File: src/rtl/systolic_pkg.sv
// Shared configuration and arithmetic helpers for the weight-stationary
// double-buffered processing element.
package systolic_pkg;

  localparam int SAT_BOUND_W = 64;

  typedef struct packed {
    int in_w;
    int w_w;
    int acc_w;
    bit signed_m;
    bit saturate;
    bit pipe_mult;
  } pe_cfg_t;

  localparam pe_cfg_t PE_CFG_DEF = '{
    in_w:      16,
    w_w:       16,
    acc_w:     32,
    signed_m:  1'b1,
    saturate:  1'b0,
    pipe_mult: 1'b0
  };

  function automatic bit acc_fits(int iw, int ww, int aw);
    return aw >= iw + ww;
  endfunction

  // Sum width: one guard bit over whichever is wider, so a narrow
  // saturating accumulator still sees the full product before clamping.
  function automatic int ext_width(int iw, int ww, int aw);
    return (acc_fits(iw, ww, aw) ? aw : iw + ww) + 1;
  endfunction

  function automatic logic [SAT_BOUND_W-1:0] sat_bound(
    int acc_w,
    bit is_signed,
    bit upper
  );
    logic [SAT_BOUND_W-1:0] one;
    logic [SAT_BOUND_W-1:0] half;
    one  = {{(SAT_BOUND_W-1){1'b0}}, 1'b1};
    half = (one << (acc_w - 1)) - one;
    if (is_signed)
      return upper ? half : ~half;
    return upper ? (one << acc_w) - one : '0;
  endfunction

endpackage

File: src/rtl/ws_mac_stage.sv
// Multiply-accumulate datapath: product, optional product register,
// extension, and wrap or saturate into the partial-sum register.
module ws_mac_stage
  import systolic_pkg::*;
#(
  parameter int IW   = 16,
  parameter int WW   = 16,
  parameter int AW   = 32,
  parameter int SGN  = 1,
  parameter int SAT  = 0,
  parameter int PIPE = 0
) (
  input  logic          clk,
  input  logic          rst_n,
  input  logic          i_valid,
  input  logic [IW-1:0] i_act,
  input  logic [WW-1:0] i_wgt,
  input  logic [AW-1:0] i_psum,
  output logic [AW-1:0] o_psum,
  output logic          o_psum_valid,
  output logic          o_clamp
);

  localparam int PW = IW + WW;
  localparam int SW = ext_width(IW, WW, AW);

  logic          w_xa;
  logic          w_xw;
  logic [PW-1:0] w_prod;

  assign w_xa = (SGN != 0) & i_act[IW-1];
  assign w_xw = (SGN != 0) & i_wgt[WW-1];

  // Extending both operands to the product width makes one multiplier
  // serve signed and unsigned: the low PW bits are exact in both cases.
  assign w_prod = {{WW{w_xa}}, i_act} * {{IW{w_xw}}, i_wgt};

  logic          w_v;
  logic [PW-1:0] w_p;
  logic [AW-1:0] w_c;

  generate
    if (PIPE != 0) begin : g_pipe
      logic          r_v;
      logic [PW-1:0] r_p;
      logic [AW-1:0] r_c;

      always_ff @(posedge clk or negedge rst_n) begin
        if (!rst_n) begin
          r_v <= 1'b0;
          r_p <= '0;
          r_c <= '0;
        end else begin
          r_v <= i_valid;
          if (i_valid) begin
            r_p <= w_prod;
            r_c <= i_psum;
          end
        end
      end

      assign w_v = r_v;
      assign w_p = r_p;
      assign w_c = r_c;
    end else begin : g_flat
      assign w_v = i_valid;
      assign w_p = w_prod;
      assign w_c = i_psum;
    end
  endgenerate

  logic          w_pe_s;
  logic          w_ce_s;
  logic [SW-1:0] w_pext;
  logic [SW-1:0] w_cext;
  logic [SW-1:0] w_sum;

  assign w_pe_s = (SGN != 0) & w_p[PW-1];
  assign w_ce_s = (SGN != 0) & w_c[AW-1];
  assign w_pext = {{(SW-PW){w_pe_s}}, w_p};
  assign w_cext = {{(SW-AW){w_ce_s}}, w_c};
  assign w_sum  = w_pext + w_cext;

  logic [AW-1:0] w_res;
  logic          w_hit;

  generate
    if (SAT == 0) begin : g_wrap
      logic w_unused_hi;
      assign w_unused_hi = ^w_sum[SW-1:AW];
      assign w_res = w_sum[AW-1:0];
      assign w_hit = 1'b0;
    end else if (SGN != 0) begin : g_ssat
      localparam logic [SAT_BOUND_W-1:0] HI64 =
        sat_bound(AW, 1'b1, 1'b1);
      localparam logic [SAT_BOUND_W-1:0] LO64 =
        sat_bound(AW, 1'b1, 1'b0);
      localparam logic [SW-1:0] HI = HI64[SW-1:0];
      localparam logic [SW-1:0] LO = LO64[SW-1:0];

      logic w_over;
      logic w_under;

      assign w_over  = $signed(w_sum) > $signed(HI);
      assign w_under = $signed(w_sum) < $signed(LO);
      assign w_res   = w_over  ? HI[AW-1:0] :
                       w_under ? LO[AW-1:0] : w_sum[AW-1:0];
      assign w_hit   = w_over | w_under;
    end else begin : g_usat
      localparam logic [SAT_BOUND_W-1:0] HI64 =
        sat_bound(AW, 1'b0, 1'b1);
      localparam logic [SW-1:0] HI = HI64[SW-1:0];

      logic w_over;

      assign w_over = w_sum > HI;
      assign w_res  = w_over ? HI[AW-1:0] : w_sum[AW-1:0];
      assign w_hit  = w_over;
    end
  endgenerate

  logic [AW-1:0] r_psum;
  logic          r_psum_v;

  always_ff @(posedge clk or negedge rst_n) begin
    if (!rst_n) begin
      r_psum   <= '0;
      r_psum_v <= 1'b0;
    end else begin
      r_psum_v <= w_v;
      if (w_v)
        r_psum <= w_res;
    end
  end

  assign o_psum       = r_psum;
  assign o_psum_valid = r_psum_v;
  assign o_clamp      = w_v & w_hit;

endmodule

File: src/rtl/ws_pe_db.sv
// Weight-stationary PE with double-buffered weights: shadow/active
// registers, activation forwarding, MAC datapath and sticky overflow.
module ws_pe_db
  import systolic_pkg::*;
#(
  parameter int IN_WIDTH  = 16,
  parameter int W_WIDTH   = 16,
  parameter int ACC_WIDTH = 32,
  parameter int SIGNED    = 1,
  parameter int SATURATE  = 0,
  parameter int PIPE_MULT = 0
) (
  input  logic                 clk,
  input  logic                 reset_n,
  input  logic                 valid_in,
  input  logic [IN_WIDTH-1:0]  input_in,
  input  logic [ACC_WIDTH-1:0] psum_in,
  input  logic                 weight_load,
  input  logic [W_WIDTH-1:0]   weight_in,
  input  logic                 weight_swap,
  input  logic                 clear_ovf,
  output logic [IN_WIDTH-1:0]  input_out,
  output logic                 valid_out,
  output logic [W_WIDTH-1:0]   weight_out,
  output logic [ACC_WIDTH-1:0] psum_out,
  output logic                 psum_valid,
  output logic                 ovf
);

  localparam pe_cfg_t CFG = '{
    in_w:      IN_WIDTH,
    w_w:       W_WIDTH,
    acc_w:     ACC_WIDTH,
    signed_m:  SIGNED != 0,
    saturate:  SATURATE != 0,
    pipe_mult: PIPE_MULT != 0
  };

  logic [W_WIDTH-1:0]  r_shadow;
  logic [W_WIDTH-1:0]  r_active;
  logic [IN_WIDTH-1:0] r_in_out;
  logic                r_v_out;
  logic                r_ovf;
  logic                w_clamp;

  // Both registers update from pre-edge values, so a simultaneous
  // load and swap moves the old shadow to active.
  always_ff @(posedge clk or negedge reset_n) begin
    if (!reset_n) begin
      r_shadow <= '0;
      r_active <= '0;
    end else begin
      if (weight_load)
        r_shadow <= weight_in;
      if (weight_swap)
        r_active <= r_shadow;
    end
  end

  always_ff @(posedge clk or negedge reset_n) begin
    if (!reset_n) begin
      r_in_out <= '0;
      r_v_out  <= 1'b0;
    end else begin
      r_v_out <= valid_in;
      if (valid_in)
        r_in_out <= input_in;
    end
  end

  always_ff @(posedge clk or negedge reset_n) begin
    if (!reset_n)
      r_ovf <= 1'b0;
    else if (w_clamp)
      r_ovf <= 1'b1;
    else if (clear_ovf)
      r_ovf <= 1'b0;
  end

  ws_mac_stage #(
    .IW   (CFG.in_w),
    .WW   (CFG.w_w),
    .AW   (CFG.acc_w),
    .SGN  (int'(CFG.signed_m)),
    .SAT  (int'(CFG.saturate)),
    .PIPE (int'(CFG.pipe_mult))
  ) u_mac (
    .clk          (clk),
    .rst_n        (reset_n),
    .i_valid      (valid_in),
    .i_act        (input_in),
    .i_wgt        (r_active),
    .i_psum       (psum_in),
    .o_psum       (psum_out),
    .o_psum_valid (psum_valid),
    .o_clamp      (w_clamp)
  );

  assign input_out  = r_in_out;
  assign valid_out  = r_v_out;
  assign weight_out = r_shadow;
  assign ovf        = r_ovf;

endmodule

File: config.mk
export PLATFORM = sky130hd
export DESIGN_NAME = ws_pe_db
export DESIGN_NICKNAME = d
export VERILOG_FILES = /design/src/rtl/systolic_pkg.sv /design/src/rtl/ws_mac_stage.sv /design/src/rtl/ws_pe_db.sv
export SDC_FILE = /design/constraint.sdc
export NUM_CORES = 1
export LEC_CHECK = 0
export BUFFER_PORTS_ARGS = -buffer_cell sky130_fd_sc_hd__buf_2
export CAP_MARGIN = 15
export CORE_MARGIN = 2
export CORE_UTILIZATION = 65
export DETAILED_ROUTE_END_ITERATION = 12
export PLACE_DENSITY_LB_ADDON = 0.12
export SLEW_MARGIN = 25
export SYNTH_ARGS = -nofsm -noshare
export SYNTH_HDL_FRONTEND = slang
export SYNTH_SLANG_ARGS = --single-unit
File: constraint.sdc
create_clock -name clk -period 14.7 [get_ports clk]
set_input_delay 0 -clock clk [delete_from_list [all_inputs] [get_ports clk]]
set_output_delay 0 -clock clk [all_outputs]
set_load 0.01 [all_outputs]
# Word level (Yosys, flattened, before mapping)
# Cells that the tools add are included.
# classes
add_sub_neg,1
multipliers,1
div,0
order_cmp,0
n_eq_ne,0
n_shift,0
n_mux,0
n_bitwise,0
n_reduce_logical,0
# op_table
operator,count
32-bit adder,1
16-bit by 16-bit multiplier with 32-bit output,1
# totals
regBits,81
latch_bits,0
mem_bits_rw,0
mem_bits_ro,0
in_bits,70
wordCells,7
n_memories,0

# Longest topological paths before layout
# Gate-level depths: netlist of the first run.
# depth
depth_word,2
ltp_mapped,25

# Cells and area by module
# Synthesis of the first run repeated with hierarchy kept, for this count alone.
# unflattened
hier_cells,1393
hier_area_um2,14221.1
# modules_own_cells
mod,n_inst,cells_each,area_each_um2,seq_area_each_um2
ws_mac_stage,1,1287,12211.7,825.8
ws_pe_db,1,106,2009.4,1251.2

# Least setup slack after synthesis of the first run
# OpenSTA, ideal clock, no wires.
# synth_timing
kind,reg2reg
startpoint,register r_active[1]
endpoint,register u_mac.r_psum[31] (netlist: u_mac.o_psum[31])
arrival_time_ps,6217
t_required_ps,14631
slack_ps,8414
path_stages_with_launch,22
n_path_buf,2
period_less_slack_ps,6286
path_cell_list,dfrtp_1 > clkbuf_1 > nand2_1 > inv_1 > fa_1 > inv_1 > fa_1 > inv_1 > fa_1 > fa_1 > fa_1 > inv_1 > fa_1 > inv_1 > ha_1 > clkbuf_1 > nand4_1 > or2_2 > o311ai_2 > a21oi_2 > or4_1 > nand3_1
# synth_via
elab_chain_cells,2
# synth_rtl
element,line_no,source
start: declaration,ws_pe_db.sv:40,logic [W_WIDTH-1:0] r_active;
start signal: assignment,ws_pe_db.sv:56,r_active <= r_shadow;
16-bit by 16-bit multiplier with 32-bit output,ws_mac_stage.sv:36,"assign w_prod = {{WW{w_xa}}, i_act} * {{IW{w_xw}}, i_wgt};"
32-bit adder,ws_mac_stage.sv:82,assign w_sum = w_pext + w_cext;
end signal: assignment,ws_mac_stage.sv:132,r_psum <= w_res;
end: declaration,ws_mac_stage.sv:122,logic [AW-1:0] r_psum;
# No other way between the ends.
# A chain may end at the register's enable or synchronous reset.

# Worst setup path after layout of the first run
# layout_timing
startpoint,register r_active[3]
endpoint,register u_mac.r_psum[31] (netlist: u_mac.o_psum[31])
# Same word-level chain as after synthesis.

==> out/qor.yml, run 1 <==
outcome: "finished, final reports clean"
synthCells: 1381
max_stage_delay_ps: 730
tns_ps: 0
ys_types: 53
worst_pin_slew_ps: 781
drive_gt1_share_pct: 15.2
grt_pass1_vias: 11000
cp_slowest_cell: "fa_1"
synth_edf_count: 0
crit_family: "adder cells"
synth_flop_cell: "dfrtp_1"
synth_most_common_cell: "inv_1"
fin_cells: 1771
crit_top_cell: "fa_1"
finalWorstSetupSlack_ps: 7790
cts_inserted_buffers: 9
grt-ovfl-total: 0
num-fill-cells: 1567
wl_per_cell_um: 17.6
die_w_um: 150
holdPathStages: 3
synth_seq_area_share_pct: 14.6
maxCapViolCount: 0
post_cts_buffers: 0
portBuffers: 134
worstPathMaxFanout: 17
pin_count: 137
clk_path_buf_depth: 2
crit_start: "r_active[3]"
syn_area_um2: 13900
clk_pin_slew_worst_paths_ps: 70
dieArea_um2: 22600
crit_buf_inv: 4
grt_first_pass_wirelength_um: 52800
skew_ps: 12.5
vias: 9743
antennaDiodeCount: 0
seq_area_um2: 2030
gp_congestion: 0.850
dr.pass1.iters: 5
ys_warn_count: 0
reg2reg_slack_ps: 7790
synth_top_area_share_pct: 42.1
crit_cells: 18
timing.critical_path.to: "u_mac.o_psum[31]"
min_period_ps: 6910
cp_data_arrival_time_ps: 7200
syn-num-nets: 1841
avgSynthCellArea_um2: 10.1
criticalPathCategory: "reg2reg"
multi_input_area_um2: 10400
synthTopCellsByCount: "inv_1, fa_1, nand2_1"
r2r-end: "u_mac.o_psum[31]"
fp.coreArea_um2: 21000
grt_max_degree: 82
hold_class: "in2reg"
relSlewSlack_pct: 47.8
antenna_found_initial: 0
crit_path_start_kind: "flop"
min_period_over_period_pct: 47.0
setup_viol_count_final: 0
htreeDepth: 3
rr_startpoint: "r_active[3]"
ant_nets: 0
area_growth_pct: 9.36
holdWs_ps: 17.0
critPathCaptureType: "flop"
fp-row-count: 53
rsz0062_at_grt: "no"
synth_top_cell_by_area: "fa_1"
routed_via_density: 5.50
clock-sinks: 81
crit_chain: "and2_1, fa_1, inv_1, fa_1, inv_1, fa_1, fa_1, fa_1, inv_1, fa_1, inv_1, ha_1, nand4_1, or2_2, o311ai_2, a21oi_2, or4_1, nand3_1"
fp.dieH_um: 150
start_util_pct: 66.1
ys_ff_latch: 81
dpl.hpwl_um: 24200
cts_tree: "yes"
ys_top_cells_by_area: "fa_1, dfrtp_1, inv_1, ha_1, mux2_2"
routed_wl_um: 31100
maxSlewViolCount: 0
cts_root_buffer: "clkbuf_16"
final-hold-violation-count: 0
reg2reg_depth: 18
async_flop_share_pct: 100
placedCellCount: 1738
clkLatencyLatePin_ps: 350
max_freq_mhz: 145
grtUsageTotal_pct: 30.7
nNetsFinal: 1951
drc: 0
required_ps: 14990
drt_iter0_drc: 409
place_ws_ps: 7810
-- cell usage in the layout (no fill, tap or decap), types with 2 or more instances in the layout --
cell type      Yosys  routed
fa_1             292     292
nand3_1            9       9
a211oi_1           7       7
a21oi_1           22      22
o21bai_1           3       3
and2_1           120     120
o21a_1             4       4
nor2_1            33      33
inv_1            335     335
o311ai_0           2       2
o41ai_1            2       2
buf_2              3     133
o21ai_0           15      15
nand2_1          136     136
mux2_2            70      70
xor2_1            10      10
inv_6              0       2
ha_1              98      98
clkbuf_16          0       9
nor3_1             7       7
a21o_1            11      11
dfrtp_1           81      81
dlygate4sd3_1      0      17
clkinv_4           0       2
xnor2_1           28      28
nand2b_1           7       7
o31ai_1            3       3
nand4_1            6       6
a31oi_1            2       2
-- repair_timing --
item,in CTS,in global routing
hold endpoints to repair,97,0
hold buffers,17,0
gates resized for setup,0,0
-- logic make-up (layout without fill, tap and decap cells) --
family | Yosys count | after routing | share of synthesized area (%)
flops | 81 | 81 | 14.6
mux | 70 | 70 | 5.67
fa+ha+maj | 390 | 390 | 50.9
simple gates | 328 | 328 | 11.7
buf+inv | 388 | 503 | 10.6
other cells | 1 | 1 | 0.0270
xor+xnor | 38 | 38 | 2.40
compound gates | 85 | 85 | 4.18
-- worst min path at each step --
stage | end | start | slack (ps)
floorplan | input_out[0] | reset_n | -300
global placement | weight_out[14] | weight_in[14] | 230
detailed placement | weight_out[4] | weight_in[4] | 230
CTS | u_mac.o_psum[0] | psum_in[0] | 10
global route | u_mac.o_psum[0] | psum_in[0] | 30
finish | u_mac.o_psum[0] | psum_in[0] | 20
-- per-layer routing --
layer	vias up	global-route usage (%)	wire length, um
met3	74	3.42	1480
met4	0	13.3	1240
li1	4339	-	-
met5	-	0	0
met1	5041	35.1	11200
met2	289	57.9	17200
-- cell type report --
type	instances	area share, %
Tap cell	275	2.27
Clock buffer	10	1.57
Clock inverter	6	0.478
Multi-Input combinational cell	912	68.4
Timing Repair Buffer	152	5.63
Inverter	335	8.28
Sequential cell	81	13.3
-- state kept, by name, summed over array words and instances (netlist names) --
signal	flops
input_out	16
r_active	16
u_mac.o_psum	32
u_mac.o_psum_valid	1
weight_out	16
-- worst register-to-register path: cells and delay by family, from the launching register on --
kind                     cells  cell delay (ps)
flip-flops                   1              660
AO/OA/AOI/OAI                2              520
AND/OR/NAND/NOR              5             1520
adder cells (fa/ha/maj)      7             3670
buffers and inverters        4              490
-- through the flow --
step / util, % / instance area, um^2
after global placement: 70.0 / 14700
after global routing: 72.3 / 15200
after detailed placement: 70.0 / 14700
final: 72.3 / 15200
after CTS: 72.2 / 15200
after floorplan: - / 13900
Power of run 1 is left out: the tool's default activity adds up to more than one toggle a clock period on the data nets, which glitch-free logic cannot reach.
==> inputs of run 2 (changes only) <==
--- a/config.mk
+++ b/config.mk
@@ -5,10 +5,11 @@
 export SDC_FILE = /design/constraint.sdc
 export NUM_CORES = 1
 export LEC_CHECK = 0
+export ABC_AREA = 1
 export BUFFER_PORTS_ARGS = -buffer_cell sky130_fd_sc_hd__buf_2
 export CAP_MARGIN = 15
 export CORE_MARGIN = 2
-export CORE_UTILIZATION = 65
+export CORE_UTILIZATION = 63
 export DETAILED_ROUTE_END_ITERATION = 12
 export PLACE_DENSITY_LB_ADDON = 0.12
 export SLEW_MARGIN = 25
==> constraint.sdc (replaced) <==
create_clock -name clk -period 7 [get_ports clk]
set_input_delay 0 -clock clk [delete_from_list [all_inputs] [get_ports clk]]
set_output_delay 0 -clock clk [all_outputs]
set_load 0.01 [all_outputs]
==> run 2 against run 1 <==
  * Final cell count is 29% higher
  * First-iteration DRC count rose by 92%
  * Critical endpoint unchanged
  * Largest cell class unchanged
  * Non-clock buffer count increased by 13
  * Critical path type unchanged
  * Clock-buffer cell count fell by 1
  * Global-route usage increased by 2.6 points
  * Register-to-register slack worse by 6800 ps
==> out/qor.yml, run 2 <==
place_ws_ps: 1060  # was 7810 ps
clk_path_buf_depth: 2  # unchanged
grt_pass1_vias: 12800  # was 11.0k
dieArea_um2: 24800  # was 22,600 um^2
dr.pass1.iters: 7  # was 5
rsz0062_at_grt: "no"  # unchanged
area_growth_pct: 9.28  # was 9.36%
crit_path_start_kind: "flop"  # unchanged
layout_commonest_cell: "inv_1"  # unchanged
ys_types: 37  # was 53
maxCapViolCount: 0  # unchanged
grt_first_pass_wirelength_um: 62600  # was 52,800 um
drt_iter0_drc: 786  # was 409
worstPathMaxFanout: 17  # unchanged
routed_via_density: 5.22  # was 5.50
wl_per_cell_um: 16.4  # was 17.6 um
required_ps: 7240  # was 14,990 ps
synth_top_cell_by_area: "fa_1"  # unchanged
gp_congestion: 0.939  # was 0.850
cts_root_buffer: "clkbuf_16"  # unchanged
pin_count: 137  # unchanged
clk_pin_slew_worst_paths_ps: 80  # was 70 ps
post_cts_buffers: 0  # unchanged
worst_pin_slew_ps: 847  # was 781 ps
ant_nets: 0  # unchanged
critPathCaptureType: "flop"  # unchanged
grtUsageTotal_pct: 33.2  # was 30.7%
fp-row-count: 56  # was 53
avgSynthCellArea_um2: 7.95  # was 10.1 um^2
grt_max_degree: 70  # was 82
relSlewSlack_pct: 43.4  # was 47.8%
post_cts_resized: 0  # unchanged
fp.dieH_um: 158  # was 150 um
finalWorstSetupSlack_ps: 951  # was 7790 ps
synthTopCellsByCount: "inv_1, nand2_1, fa_1"  # was inv_1, fa_1, nand2_1
holdBufCountCts: 18  # was 17
clkLatencyLatePin_ps: 370  # was 350 ps
fp.coreArea_um2: 23300  # was 21,000 um^2
maxSlewViolCount: 0  # unchanged
die_w_um: 158  # was 150 um
vias: 11900  # was 9,743
ys_top_cells_by_area: "fa_1, inv_1, dfrtp_1, nand2_1, ha_1"  # was fa_1, dfrtp_1, inv_1, ha_1, mux2_2
max_freq_mhz: 165  # was 145 MHz
setup_viol_count_final: 0  # unchanged
routed_wl_um: 37600  # was 31,100 um
criticalPathCategory: "reg2reg"  # unchanged
min_period_over_period_pct: 86.4  # was 47.0%
cp_data_arrival_time_ps: 6290  # was 7200 ps
dpl.hpwl_um: 29500  # was 24,200 um
start_util_pct: 63.6  # was 66.1%
tns_ps: 0  # unchanged
antennaDiodeCount: 0  # unchanged
antenna_found_initial: 0  # unchanged
holdWs_ps: 25.2  # was 17.0 ps
largest_register_ffs: 32  # unchanged
clock-sinks: 81  # unchanged
portBuffers: 134  # unchanged
htreeDepth: 3  # unchanged
synth_edf_count: 0  # unchanged
skew_ps: 19.6  # was 12.5 ps
drc: 0  # unchanged
outcome: "finished, final reports clean"  # unchanged
synth_seq_area_share_pct: 13.7  # was 14.6%
grt-ovfl-total: 0  # unchanged
cts_tree: "yes"  # unchanged
drive_gt1_share_pct: 10.7  # was 15.2%
cts_inserted_buffers: 9  # unchanged
syn_area_um2: 14800  # was 13,900 um^2
synth_flop_cell: "dfrtp_1"  # unchanged
final-hold-violation-count: 0  # unchanged
ys_warn_count: 0  # unchanged
synth_top_area_share_pct: 39.4  # was 42.1%
async_flop_share_pct: 100  # unchanged
synthCells: 1869  # was 1,381
synth_most_common_cell: "inv_1"  # unchanged
hold_class: "in2async"  # was in2reg
syn-num-nets: 2329  # was 1,841
mostFrequentLayoutCells: "inv_1, nand2_1, fa_1, buf_2, ha_1"  # was inv_1, fa_1, nand2_1, buf_2, and2_1
nNetsFinal: 2424  # was 1,951
min_period_ps: 6050  # was 6910 ps
ys_ff_latch: 81  # unchanged
run 2: path summary, 6_finish.rpt:
check,to,slack (ps),start,cells after the start
setup reg to reg,u_mac.o_psum[31],950,r_active[8],22
max in group asynchronous,u_mac.o_psum[30],6070,reset_n,4
hold / removal,weight_out[12],30,reset_n,2
setup / recovery,u_mac.o_psum[31],950,r_active[8],22
hold reg to reg,input_out[12],470,input_out[12],2
min in group clk,input_out[0],80,input_in[0],3
run 2: kinds of logic (layout without fill, tap and decap cells):
| logic type | after synthesis | in the layout | synth area share [%] |
|---|---|---|---|
| simple gates | 661 | 661 | 18.2 |
| buf+inv | 628 | 728 | 16.0 |
| fa+ha+maj | 390 | 390 | 47.6 |
| compound gates | 96 | 96 | 3.76 |
| flops | 81 | 81 | 13.7 |
| xor+xnor | 11 | 11 | 0.649 |
| other cells | 1 | 1 | 0.0253 |
| mux | 1 | 1 | 0.0758 |
run 2: final cells by class:
| class | count | area [um^2] |
|---|---|---|
| Clock buffer | 9 | 225 |
| Clock inverter | 7 | 105 |
| Fill cell | 2019 | 7110 |
| Inverter | 547 | 2050 |
| Multi-Input combinational cell | 1160 | 10400 |
| Sequential cell | 81 | 2030 |
| Tap cell | 319 | 399 |
| Timing Repair Buffer | 165 | 971 |
run 2: critical path: stages, from the launching register on:
cell	delay, ps
dfrtp_1	820
nand2_1	220
fa_1	540
inv_1	140
fa_1	600
inv_1	120
fa_1	500
inv_1	50
fa_1	500
inv_1	50
fa_1	490
fa_1	510
inv_1	40
ha_1	350
inv_1	100
nor3_2	210
nand2_1	100
nor3_1	140
nand2_1	80
nand2_1	140
nand3_1	100
nand3_1	80
nand2_1	60
run 2: layer usage:
layer,global-route usage (%),up-vias,wire length (um)
met5,0,-,0
met4,17.8,0,2070
met3,3.69,143,2270
met2,58.8,483,19200
met1,40.0,5830,14000
li1,-,5492,-
run 2: stage by stage:
step | cell area [um^2] | std cells | utilization (%)
finish | 16200 | 2288 | 69.5
global route | 16200 | 2288 | 69.5
CTS | 16200 | 2287 | 69.4
detailed placement | 15700 | 2253 | 67.2
global placement | 15700 | 2253 | 67.2
floorplan | 14800 | 1869 | -
Power of run 2 is left out for the same reason.
